--- src/rtl/down_timer_pkg.sv ---
// Shared definitions for the multi-channel down timer: channel modes and FSM states.
package down_timer_pkg;

  localparam logic [1:0] MODE_FREE   = 2'b00;
  localparam logic [1:0] MODE_CYCLIC = 2'b01;
  localparam logic [1:0] MODE_SINGLE = 2'b10;
  localparam logic [1:0] MODE_RSVD   = 2'b11;

  typedef enum logic {
    ST_IDLE = 1'b0,
    ST_RUN  = 1'b1
  } state_t;

endpackage

--- src/rtl/down_timer_chan.sv ---
// One timer channel: mode/reload registers, IDLE/RUN FSM, down counter and sticky expiry flag.
module down_timer_chan
  import down_timer_pkg::*;
#(
  parameter int WIDTH = 16
) (
  input  logic             clk,
  input  logic             reset,
  input  logic             tick,
  input  logic             cfg_sel,
  input  logic [1:0]       cfg_mode,
  input  logic [WIDTH-1:0] cfg_reload,
  input  logic             start,
  input  logic             stop,
  input  logic             irq_clr,
  output logic [WIDTH-1:0] count,
  output logic             running,
  output logic             irq_stat
);

  state_t           state, state_d;
  logic [1:0]       mode;
  logic [WIDTH-1:0] reload;
  logic [WIDTH-1:0] count_d;
  logic             expire_set;

  // stop dominates start and expiry; start ignores tick; a same-cycle config write bypasses reload
  always_comb begin
    state_d    = state;
    count_d    = count;
    expire_set = 1'b0;
    if (stop) begin
      state_d = ST_IDLE;
    end else if (start) begin
      count_d = cfg_sel ? cfg_reload : reload;
      state_d = ST_RUN;
    end else if (state == ST_RUN && tick) begin
      if (count != '0) begin
        count_d = count - WIDTH'(1);
      end else begin
        case (mode)
          MODE_FREE: begin
            count_d    = '1;
            expire_set = 1'b1;
          end
          MODE_CYCLIC: begin
            count_d    = reload;
            expire_set = 1'b1;
          end
          MODE_SINGLE: begin
            state_d    = ST_IDLE;
            expire_set = 1'b1;
          end
          default: begin
            state_d = ST_IDLE;
          end
        endcase
      end
    end
  end

  always_ff @(posedge clk or posedge reset) begin
    if (reset) begin
      state    <= ST_IDLE;
      count    <= '0;
      mode     <= MODE_FREE;
      reload   <= '0;
      irq_stat <= 1'b0;
    end else begin
      state    <= state_d;
      count    <= count_d;
      irq_stat <= expire_set | (irq_stat & ~irq_clr);
      if (cfg_sel) begin
        mode   <= cfg_mode;
        reload <= cfg_reload;
      end
    end
  end

  assign running = (state == ST_RUN);

endmodule

--- src/rtl/down_timer_multi.sv ---
// Multi-channel down timer: shared free-running prescaler, per-channel timers, summed interrupt.
module down_timer_multi
  import down_timer_pkg::*;
#(
  parameter int WIDTH = 16,
  parameter int NCH   = 4,
  parameter int PSC_W = 8
) (
  input  logic                                   clk,
  input  logic                                   reset,
  input  logic                                   cfg_we,
  input  logic [((NCH > 1) ? $clog2(NCH) : 1)-1:0] cfg_ch,
  input  logic [1:0]                             cfg_mode,
  input  logic [WIDTH-1:0]                       cfg_reload,
  input  logic [PSC_W-1:0]                       prescale,
  input  logic [NCH-1:0]                         start,
  input  logic [NCH-1:0]                         stop,
  input  logic [NCH-1:0]                         irq_en,
  input  logic [NCH-1:0]                         irq_clr,
  output logic [NCH*WIDTH-1:0]                   count,
  output logic [NCH-1:0]                         running,
  output logic [NCH-1:0]                         irq_stat,
  output logic                                   irq
);

  localparam int CH_W = (NCH > 1) ? $clog2(NCH) : 1;

  logic [PSC_W-1:0] psc_cnt;
  logic             tick;
  logic [NCH-1:0]   cfg_sel;

  // Live compare against prescale; a counter left above a lowered value overflows back to 0
  assign tick = (psc_cnt == prescale);

  always_ff @(posedge clk or posedge reset) begin
    if (reset) begin
      psc_cnt <= '0;
    end else begin
      psc_cnt <= tick ? '0 : psc_cnt + PSC_W'(1);
    end
  end

  for (genvar i = 0; i < NCH; i++) begin : g_ch
    assign cfg_sel[i] = cfg_we && (cfg_ch == CH_W'(i));

    down_timer_chan #(
      .WIDTH(WIDTH)
    ) u_chan (
      .clk        (clk),
      .reset      (reset),
      .tick       (tick),
      .cfg_sel    (cfg_sel[i]),
      .cfg_mode   (cfg_mode),
      .cfg_reload (cfg_reload),
      .start      (start[i]),
      .stop       (stop[i]),
      .irq_clr    (irq_clr[i]),
      .count      (count[i*WIDTH +: WIDTH]),
      .running    (running[i]),
      .irq_stat   (irq_stat[i])
    );
  end

  always_ff @(posedge clk or posedge reset) begin
    if (reset) begin
      irq <= 1'b0;
    end else begin
      irq <= |(irq_stat & irq_en);
    end
  end

endmodule

--- config.mk ---
export PLATFORM = sky130hd
export DESIGN_NAME = down_timer_multi
export DESIGN_NICKNAME = d
export VERILOG_FILES = /design/src/rtl/down_timer_pkg.sv /design/src/rtl/down_timer_chan.sv /design/src/rtl/down_timer_multi.sv
export SDC_FILE = /design/constraint.sdc
export NUM_CORES = 1
export LEC_CHECK = 0
export CORE_MARGIN = 2
export CORE_UTILIZATION = 38
export DETAILED_ROUTE_END_ITERATION = 7
export DONT_BUFFER_PORTS = 1
export SYNTH_ARGS = -nofsm -noshare
export SYNTH_HDL_FRONTEND = slang
export SYNTH_HIERARCHICAL = 1
export SYNTH_SLANG_ARGS = --single-unit
--- constraint.sdc ---
create_clock -name clk -period 2.8 [get_ports clk]
set_clock_uncertainty 0.1 [all_clocks]
set_input_delay 0.7 -clock clk [delete_from_list [all_inputs] [get_ports clk]]
set_output_delay 0.7 -clock clk [all_outputs]
set_load 0.03 [all_outputs]
==> impl_metrics.env, run 1 <==
export IMPL_place_inst=1280
export IMPL_worst_r2r_endpoint="g_ch[2].u_chan/count[1]"
export IMPL_boundaryPins=120
export IMPL_end_kind="register"
export IMPL_nets=1040
export IMPL_synthArstFlopShare_pct=100.0
export IMPL_synth_fp_nets=970
export IMPL_netlist_top_cells_count="dfrtp_1, a21oi_1, mux2_2"
export IMPL_synth_distinct_cells=48
export IMPL_ir_drop_mv=0.3835
export IMPL_stdcell_area_um2=10460
export IMPL_first_pass_iters=5
export IMPL_drv_slew=0
export IMPL_coreArea_um2=23400
export IMPL_critPathKind="register to register"
export IMPL_hold_path_class="primary input to async pin"
export IMPL_place_area_um2=9816
export IMPL_cts_sinks=153
export IMPL_synth_area_um2=9010
export IMPL_rsz0062_at_grt="no"
export IMPL_fin_crit_ps=2692
export IMPL_antenna_found_initial=1
export IMPL_synth_most_common_cell="dfrtp_1"
export IMPL_avgSynthCellArea_um2=9.858
export IMPL_syn_inst=914
export IMPL_routed_wirelength_um=28130
export IMPL_wl_per_cell_um=21.31
export IMPL_swShare_pct=35.83
export IMPL_leakage_nw=4.171
export IMPL_pwr_share_clk_pct=30.4
export IMPL_drt_initial_drc_count=740
export IMPL_grt_overflow=0
export IMPL_clock_latency_ps=430
export IMPL_seq_area_frac_synth_pct=42.49
export IMPL_power_mw=7.781
export IMPL_slowest_delay_ps=610
export IMPL_yosysTopAreaCellShare_pct=42.49
export IMPL_worstMarginPinSlew_ps=632.7
export IMPL_grt_total_usage_pct=22.78
export IMPL_whs_ps=82.92
export IMPL_post_place_ws_ps=85.69
export IMPL_synthFlopType="dfrtp_1"
export IMPL_slew_headroom_pct=57.43
export IMPL_path_clk_slew_ps=60
export IMPL_fin_setup_tns_ps=0
export IMPL_power_frac_comb_pct=31.4
export IMPL_cp_max_fo=15
export IMPL_hold_viol_final=0
export IMPL_port_buffers=0
export IMPL_p_sw_mw=2.788
export IMPL_crit_path_start_kind="register"
export IMPL_die_area_um2=24960
export IMPL_grt_pass1_vias=7480
export IMPL_power_density_nw_per_um2=743.6
export IMPL_cts_path_max_buffers=2
export IMPL_fin_ws_ps=107.6
export IMPL_maxCapViolations=0
export IMPL_cp_depth=7
export IMPL_arrival_ps=2930
export IMPL_setup_viol=0
export IMPL_post_cts_setup_buffers=0
export IMPL_die_h_um=158.0
export IMPL_worst_path_buf_inv=1
export IMPL_hold_buffers=0
export IMPL_synth_area_leaders="dfrtp_1, mux2_2, a21oi_1"
export IMPL_fin_util_pct=44.71
export IMPL_gp_congestion=0.8710
export IMPL_p_seq_share_pct=38.2
export IMPL_required_ps=3040
export IMPL_numCtsBuffers=17
export IMPL_grt_pass1_wl_um=42990
export IMPL_n_fill_cell=2300
export IMPL_r2r_start="g_ch[2].u_chan/count[1]"
export IMPL_yosys_warnings=6
export IMPL_synth_edf_count=0
export IMPL_path_delay_family="simple AND/OR/NAND/NOR gates"
export IMPL_cts_root_buf="clkbuf_16"
export IMPL_start_util_pct=38.50
export IMPL_ant_nets=0
export IMPL_vias=7642
export IMPL_cts_tree="done"
export IMPL_r2r_setup_slack_ps=110
export IMPL_syn_to_final_growth_pct=16.14
export IMPL_postCtsResizedCells=0
export IMPL_status="completed"
export IMPL_vias_per_cell=5.789
export IMPL_grt_max_degree=37
export IMPL_fp_row_count=56
export IMPL_p_int_mw=4.993
export IMPL_fp_dieW_um=158.0
export IMPL_crit_slowest_cell="or4b_2"
export IMPL_drc=0
export IMPL_min_period_over_period_pct=96.16
export IMPL_rr_worst_depth=7
export IMPL_ys_seq_elements=153
export IMPL_crit_path_cell_trace="inv_1 -> ha_1 -> or4b_2 -> or4_4 -> o21ai_4 -> a21oi_1 -> a22oi_2"
export IMPL_fmax_mhz=371.4
export IMPL_synth_area_leader_cell="dfrtp_1"
export IMPL_drive_above_1_share_pct=25.90
export IMPL_htree_levels=4
export IMPL_layout_cells_non_filler=1320
export IMPL_hpwl_um=19820
## routing by layer
metal  part of all wire (%)  GRT usage (%)  wire, um  vias to the layer above
li1                       -              -         -                     3589
met5                      0              0         0                        -
met3                    8.5          6.351      2400                       29
met2                     47          35.84     13110                      283
met1                     43          29.91     12090                     3741
met4                    1.9          8.580       521                        0
## worst max-delay path by stage
| stage | start | endpoint | slack, ps |
|---|---|---|---|
| 2_1_floorplan | g_ch[0].u_chan/count[0] | g_ch[0].u_chan/count[10] | 20 |
| 3_3_place_gp | prescale[3] | g_ch[0].u_chan/count[7] | 130 |
| 3_5_place_dp | g_ch[0].u_chan/count[1] | g_ch[0].u_chan/count[15] | 90 |
| 4_1_cts | g_ch[0].u_chan/count[1] | g_ch[0].u_chan/count[15] | 70 |
| 5_1_grt | g_ch[2].u_chan/count[1] | g_ch[2].u_chan/count[6] | 8 |
| 6_report | g_ch[2].u_chan/count[1] | g_ch[2].u_chan/count[1] | 110 |
## power groups by stage
stage	clock, mW	sequential, mW	combinational [mW]
after CTS	2.41	2.97	2.44
after floorplan	0	3.44	1.27
after detailed placement	0	3.00	2.44
after global routing	2.52	3.03	2.65
final	2.36	2.97	2.44
after global placement	0	3.00	2.40
## cells by family (layout without fill, tap and decap cells)
kind of cell    count (synthesis)  in the layout  synth area share (%)
fa+ha+maj                       9              9                 1.250
buf+inv                        90            172                 6.055
compound gates                249            249                 18.83
mux                            72             72                 8.999
flops                         153            153                 42.49
simple gates                  302            302                 18.50
other cells                     0              5                     0
xor+xnor                       39             39                 3.875
## final cells by class
type / instances / area (um^2) / area share (%)
Multi-Input combinational cell: 671 / 4656 / 44.49
Sequential cell: 153 / 3829 / 36.59
Timing Repair Buffer: 112 / 865.8 / 8.275
Clock buffer: 19 / 442.9 / 4.233
Tap cell: 319 / 399.1 / 3.814
Clock inverter: 12 / 150.1 / 1.435
Inverter: 29 / 108.9 / 1.040
Antenna cell: 5 / 12.51 / 0.1196
## sequential cells by signal (all words and copies together) (netlist names)
name / flops
g_ch.u_chan/mode: 8
g_ch.u_chan/count: 64
g_ch.u_chan/irq_stat: 4
irq: 1
g_ch.u_chan/reload: 64
g_ch.u_chan/running: 4
psc_cnt: 8
## layout by cell type (no fill, tap or decap), drive strengths merged, types with 3 or more instances in the layout
cell type,count
a31oi,12
o21a,4
dfrtp,153
diode,5
nor3b,5
or3b,4
a41oi,4
clkbuf,19
inv,30
a211o,8
o2111ai,20
or4,24
nor3,16
nor2,45
or4b,4
a32oi,4
mux2,72
clkinv,5
o311ai,12
buf,112
xnor2,17
nor4,34
nand4,9
a211oi,4
nor2b,4
bufinv,3
clkinvlp,3
nand2,56
a21oi,96
o221ai,4
o21ai,51
o31ai,12
ha,9
nand3,59
a22oi,13
xor2,22
nand2b,4
a221oi,4
or3,35
(Power assumes the default switching activity.)
==> run 2, diff against run 1 <==
Settings changed: CTS_CLUSTER_SIZE set to 30, SETUP_SLACK_MARGIN set to 0.05, TNS_END_PERCENT set to 30.
==> run 2 against run 1 <==
Effect of this change:
- register-to-register slack better by 50 ps
- first-iteration DRC count up 8.1%
- worst hold slack worse by 55 ps
- non-clock buffer count up 8
- core utilization up 0.34 points
- die area unchanged
- power down 1.8%
- sequential share of layout area down 0.23 points
- via count up 1.8%
- combinational power about the same
- clock power down 6%
- largest power group unchanged
==> impl_metrics.env, run 2 (synthesis gave the netlist of run 1 again) <==
export IMPL_die_area_um2=24960
export IMPL_cts_sinks=153
export IMPL_required_ps=3040
export IMPL_crit_path_start="g_ch[2].u_chan/count[1]"
export IMPL_worst_r2r_endpoint="g_ch[2].u_chan/count[15]"
export IMPL_htree_levels=4
export IMPL_routed_wirelength_um=28360
export IMPL_min_period_over_period_pct=94.39
export IMPL_hold_path_class="primary input to async pin"
export IMPL_syn_to_final_growth_pct=17.03
export IMPL_stdcell_area_um2=10540
export IMPL_grt_pass1_vias=7580
export IMPL_fin_setup_tns_ps=0
export IMPL_fp_dieW_um=158.0
export IMPL_clock_latency_ps=420
export IMPL_slowest_delay_ps=600
export IMPL_swShare_pct=36.76
export IMPL_nets=1048
export IMPL_first_pass_iters=6
export IMPL_whs_ps=27.79
export IMPL_endpoint="g_ch[2].u_chan/count[15]"
export IMPL_setup_viol=0
export IMPL_antenna_found_initial=4
export IMPL_mostFrequentLayoutCells="dfrtp_1, buf_4, a21oi_1"
export IMPL_pwr_share_clk_pct=28.9
export IMPL_post_place_ws_ps=105.4
export IMPL_end_kind="register"
export IMPL_wl_per_cell_um=21.41
export IMPL_port_buffers=0
export IMPL_r2r_start="g_ch[2].u_chan/count[1]"
export IMPL_coreArea_um2=23400
export IMPL_gp_congestion=0.9124
export IMPL_cts_root_buf="clkbuf_16"
export IMPL_grt_total_usage_pct=23.20
export IMPL_ant_nets=0
export IMPL_crit_path_start_kind="register"
export IMPL_layout_cells_non_filler=1325
export IMPL_boundaryPins=120
export IMPL_slew_headroom_pct=41.68
export IMPL_p_seq_share_pct=39.1
export IMPL_place_area_um2=9873
export IMPL_leakage_nw=4.196
export IMPL_drv_slew=0
export IMPL_fin_ws_ps=157.0
export IMPL_fmax_mhz=378.4
export IMPL_status="completed"
export IMPL_grt_pass1_wl_um=44090
export IMPL_reg_top3="g_ch.u_chan/count (64), g_ch.u_chan/reload (64)"
export IMPL_p_sw_mw=2.809
export IMPL_vias=7777
export IMPL_rr_worst_depth=7
export IMPL_crit_path_cell_trace="inv_1 -> ha_1 -> or4b_2 -> or4_4 -> o21ai_4 -> a21oi_1 -> a22oi_1"
export IMPL_drc=0
export IMPL_vias_per_cell=5.869
export IMPL_ir_drop_mv=0.4323
export IMPL_power_density_nw_per_um2=724.9
export IMPL_critPathKind="register to register"
export IMPL_grt_max_degree=37
export IMPL_crit_slowest_cell="or4b_2"
export IMPL_hold_buffers=0
export IMPL_arrival_ps=2880
export IMPL_fin_crit_ps=2643
export IMPL_numCtsBuffers=17
export IMPL_die_h_um=158.0
export IMPL_hold_viol_final=0
export IMPL_r2r_setup_slack_ps=160
export IMPL_power_frac_comb_pct=32.0
export IMPL_final_common_cell="dfrtp_1"
export IMPL_drive_above_1_share_pct=27.16
export IMPL_start_util_pct=38.50
export IMPL_maxCapViolations=0
export IMPL_drt_initial_drc_count=800
export IMPL_place_inst=1284
export IMPL_p_int_mw=4.834
export IMPL_worstMarginPinSlew_ps=873.8
export IMPL_cts_tree="done"
export IMPL_path_clk_slew_ps=70
export IMPL_cts_path_max_buffers=2
export IMPL_cp_max_fo=15
export IMPL_fp_row_count=56
export IMPL_hpwl_um=20340
export IMPL_rsz0062_at_grt="yes"
export IMPL_grt_overflow=0
[run 2: changes by cell type in the layout (fill, tap and decap cells not counted), sizes merged]
cell | previous run | this run
buf | 112 | 119
diode | 5 | 1
clkbuf | 19 | 20
bufinv | 3 | 1
inv | 30 | 31
clkinvlp | 3 | 5
[run 2: worst min-delay path by stage]
stage	startpoint	endpoint	slack, ps	depth (start not counted)
3_5_place_dp	psc_cnt[0]	psc_cnt[0]	400	1
5_1_grt	reset	irq	50	1
6_report	reset	psc_cnt[4]	30	1
3_3_place_gp	psc_cnt[0]	psc_cnt[0]	390	1
2_1_floorplan	psc_cnt[0]	psc_cnt[0]	370	1
4_1_cts	reset	psc_cnt[1]	30	1
[run 2: cell type report]
cell class,instances,area (um^2)
multi-input combinational,671,4687
sequential,153,3834
clock inverter,13,121.4
clock buffer,19,442.9
timing repair buffer,120,948.4
antenna,1,2.502
fill,2272,12860
tap,319,399.1
inverter,29,108.9
[run 2: through the flow]
stage / util [%] / total power, mW
after floorplan: - / 4.712
after global routing: 45.04 / 8.056
after detailed placement: 42.19 / 5.443
after CTS: 44.60 / 7.681
final: 45.05 / 7.643
after global placement: 42.19 / 5.413
[run 2: critical path, delay by kind of cell (launching register included)]
kind | cells | cell delay [ps]
simple gates | 2 | 1120
buf+inv | 1 | 110
flops | 1 | 380
compound gates | 3 | 710
fa+ha+maj | 1 | 150
[run 2: timing repair]
action,CTS,global route
resized for setup,0,4
buffers inserted,0,8
setup endpoints to repair,0,28
[run 2: layer usage]
metal  vias to the layer above  share of wire (%)  global-route usage (%)
met5                         -               0.11                       0
met4                         4                1.8                   6.349
met3                        32                8.5                   6.625
met2                       297                 46                   36.15
met1                      3835                 44                   31.65
li1                       3609                  -                       -
[run 2: power groups by stage]
stage                     sequential (mW)  clock (mW)  combinational (mW)
after floorplan                      3.44           0                1.27
after global placement               3.01           0                2.41
after detailed placement             3.01           0                2.43
after CTS                            2.98        2.27                2.43
after global routing                 3.04        2.36                2.66
final                                2.99        2.21                2.45
==> run 3, diff against run 2 <==
Settings changed: CORE_UTILIZATION 38 to 40.
==> run 3 against run 2 <==
Effect of this change:
- die area is 4.9% lower
- global-route usage up 0.40 points
- register-to-register slack worse by 30 ps
- cell count shrank 2.9%
- design area decreased by 0.23%
- setup slack lost 29 ps
- clock-buffer cell count up 1
- critical path type unchanged
==> impl_metrics.env, run 3 (synthesis gave the netlist of run 1 again) <==
export IMPL_boundaryPins=120
export IMPL_status="completed"
export IMPL_reg_top3="g_ch.u_chan/count (64), g_ch.u_chan/reload (64)"
export IMPL_die_area_um2=23740
export IMPL_cts_root_buf="clkbuf_16"
export IMPL_stdcell_area_um2=10520
export IMPL_routed_wirelength_um=28050
export IMPL_hold_buffers=0
export IMPL_final_common_cell="dfrtp_1"
export IMPL_gp_congestion=0.9084
export IMPL_fin_setup_tns_ps=0
export IMPL_wl_per_cell_um=21.81
export IMPL_fin_ws_ps=127.5
export IMPL_drt_initial_drc_count=639
export IMPL_n_fill_cell=2013
export IMPL_slew_headroom_pct=54.87
export IMPL_clock_latency_ps=430
export IMPL_die_h_um=154.1
export IMPL_vias=7755
export IMPL_leakage_nw=4.221
export IMPL_ant_nets=0
export IMPL_place_area_um2=9854
export IMPL_rsz0062_at_grt="no"
export IMPL_vias_per_cell=6.030
export IMPL_critPathKind="register to register"
export IMPL_coreArea_um2=21960
export IMPL_mostFrequentLayoutCells="dfrtp_1, buf_4, a21oi_1"
export IMPL_syn_to_final_growth_pct=16.76
export IMPL_hpwl_um=20030
export IMPL_slowest_delay_ps=600
export IMPL_r2r_start="g_ch[0].u_chan/count[0]"
export IMPL_endpoint="g_ch[0].u_chan/count[7]"
export IMPL_crit_slowest_cell="or4b_2"
export IMPL_grt_total_usage_pct=23.60
export IMPL_maxCapViolations=0
export IMPL_min_period_over_period_pct=95.45
export IMPL_numCtsBuffers=17
export IMPL_crit_path_start_kind="register"
export IMPL_grt_pass1_vias=7477
export IMPL_ir_drop_mv=0.4561
export IMPL_whs_ps=81.65
export IMPL_drc=0
export IMPL_multi_input_area_um2=4682
export IMPL_grt_pass1_wl_um=43480
export IMPL_setup_viol=0
export IMPL_crit_path_cell_trace="inv_1 -> ha_1 -> or4b_2 -> buf_4 -> or4_1 -> o21ai_0 -> a32oi_2"
export IMPL_end_kind="register"
export IMPL_cp_max_fo=5
export IMPL_cts_sinks=153
export IMPL_power_density_nw_per_um2=726.5
export IMPL_fp_dieW_um=154.1
export IMPL_first_pass_iters=5
export IMPL_fmax_mhz=374.2
export IMPL_htree_levels=4
export IMPL_nets=1049
export IMPL_fin_crit_ps=2673
export IMPL_grt_overflow=0
export IMPL_post_place_ws_ps=107.3
export IMPL_ff_latch_area_um2=3834
export IMPL_hold_path_class="primary input to async pin"
export IMPL_r2r_setup_slack_ps=130
export IMPL_antenna_found_initial=1
export IMPL_port_buffers=0
export IMPL_cts_tree="done"
export IMPL_grt_max_degree=37
export IMPL_drive_above_1_share_pct=27.06
export IMPL_path_clk_slew_ps=60
export IMPL_required_ps=2990
export IMPL_crit_path_start="g_ch[0].u_chan/count[0]"
export IMPL_worst_r2r_endpoint="g_ch[0].u_chan/count[7]"
export IMPL_worstMarginPinSlew_ps=670.8
export IMPL_hold_viol_final=0
export IMPL_arrival_ps=2860
export IMPL_cts_path_max_buffers=2
export IMPL_rr_worst_depth=7
export IMPL_start_util_pct=41.03
export IMPL_drv_slew=0
export IMPL_fp_row_count=54
run 3: power breakdown:
group | leakage, nW | internal (mW) | switching [mW]
clock | 0.268 | 1.26 | 0.929
sequential | 1.82 | 2.66 | 0.316
combinational | 2.13 | 0.948 | 1.53
total | 4.22 | 4.87 | 2.78
run 3: final cells by class:
| type | instances | area share [%] |
|---|---|---|
| Antenna cell | 1 | 0.02379 |
| Clock buffer | 20 | 4.341 |
| Clock inverter | 11 | 0.9396 |
| Inverter | 29 | 1.035 |
| Multi-Input combinational cell | 671 | 44.51 |
| Sequential cell | 153 | 36.44 |
| Tap cell | 280 | 3.330 |
| Timing Repair Buffer | 121 | 9.384 |
run 3: routing by layer:
| metal | part of all wire, % | vias to the layer above | GRT usage (%) |
|---|---|---|---|
| met5 | 0 | - | 0 |
| met4 | 1.5 | 0 | 6.453 |
| met3 | 8.3 | 26 | 8.061 |
| met2 | 47 | 251 | 36.88 |
| met1 | 43 | 3853 | 31.33 |
| li1 | - | 3625 | - |
run 3: through the flow:
step,instances,power [mW],utilization [%]
floorplan,914,4.712,-
global placement,1249,5.431,44.88
detailed placement,1249,5.463,44.88
CTS,1280,7.674,47.41
global route,1285,8.056,47.90
finish,1286,7.643,47.91
run 3: worst min-delay path by stage:
stage                          endpoint  cells past startpoint
2_1_floorplan                psc_cnt[0]                      1
3_3_place_gp                 psc_cnt[0]                      1
3_5_place_dp   g_ch[0].u_chan/reload[7]                      1
4_1_cts                             irq                      1
5_1_grt                             irq                      1
6_report                            irq                      1
run 3: worst max-delay path, delay by kind of cell (launching register included):
kind	cells	cell delay, ps
flops	1	400
simple gates	2	1200
compound gates	2	450
fa+ha+maj	1	140
buf+inv	2	260
run 3: what timing repair did:
| action | in CTS | in global routing |
|---|---|---|
| hold endpoints to repair | 0 | 0 |
| buffers inserted | 0 | 5 |
| endpoints found under the setup margin | 0 | 25 |
| gates resized for setup | 0 | 3 |
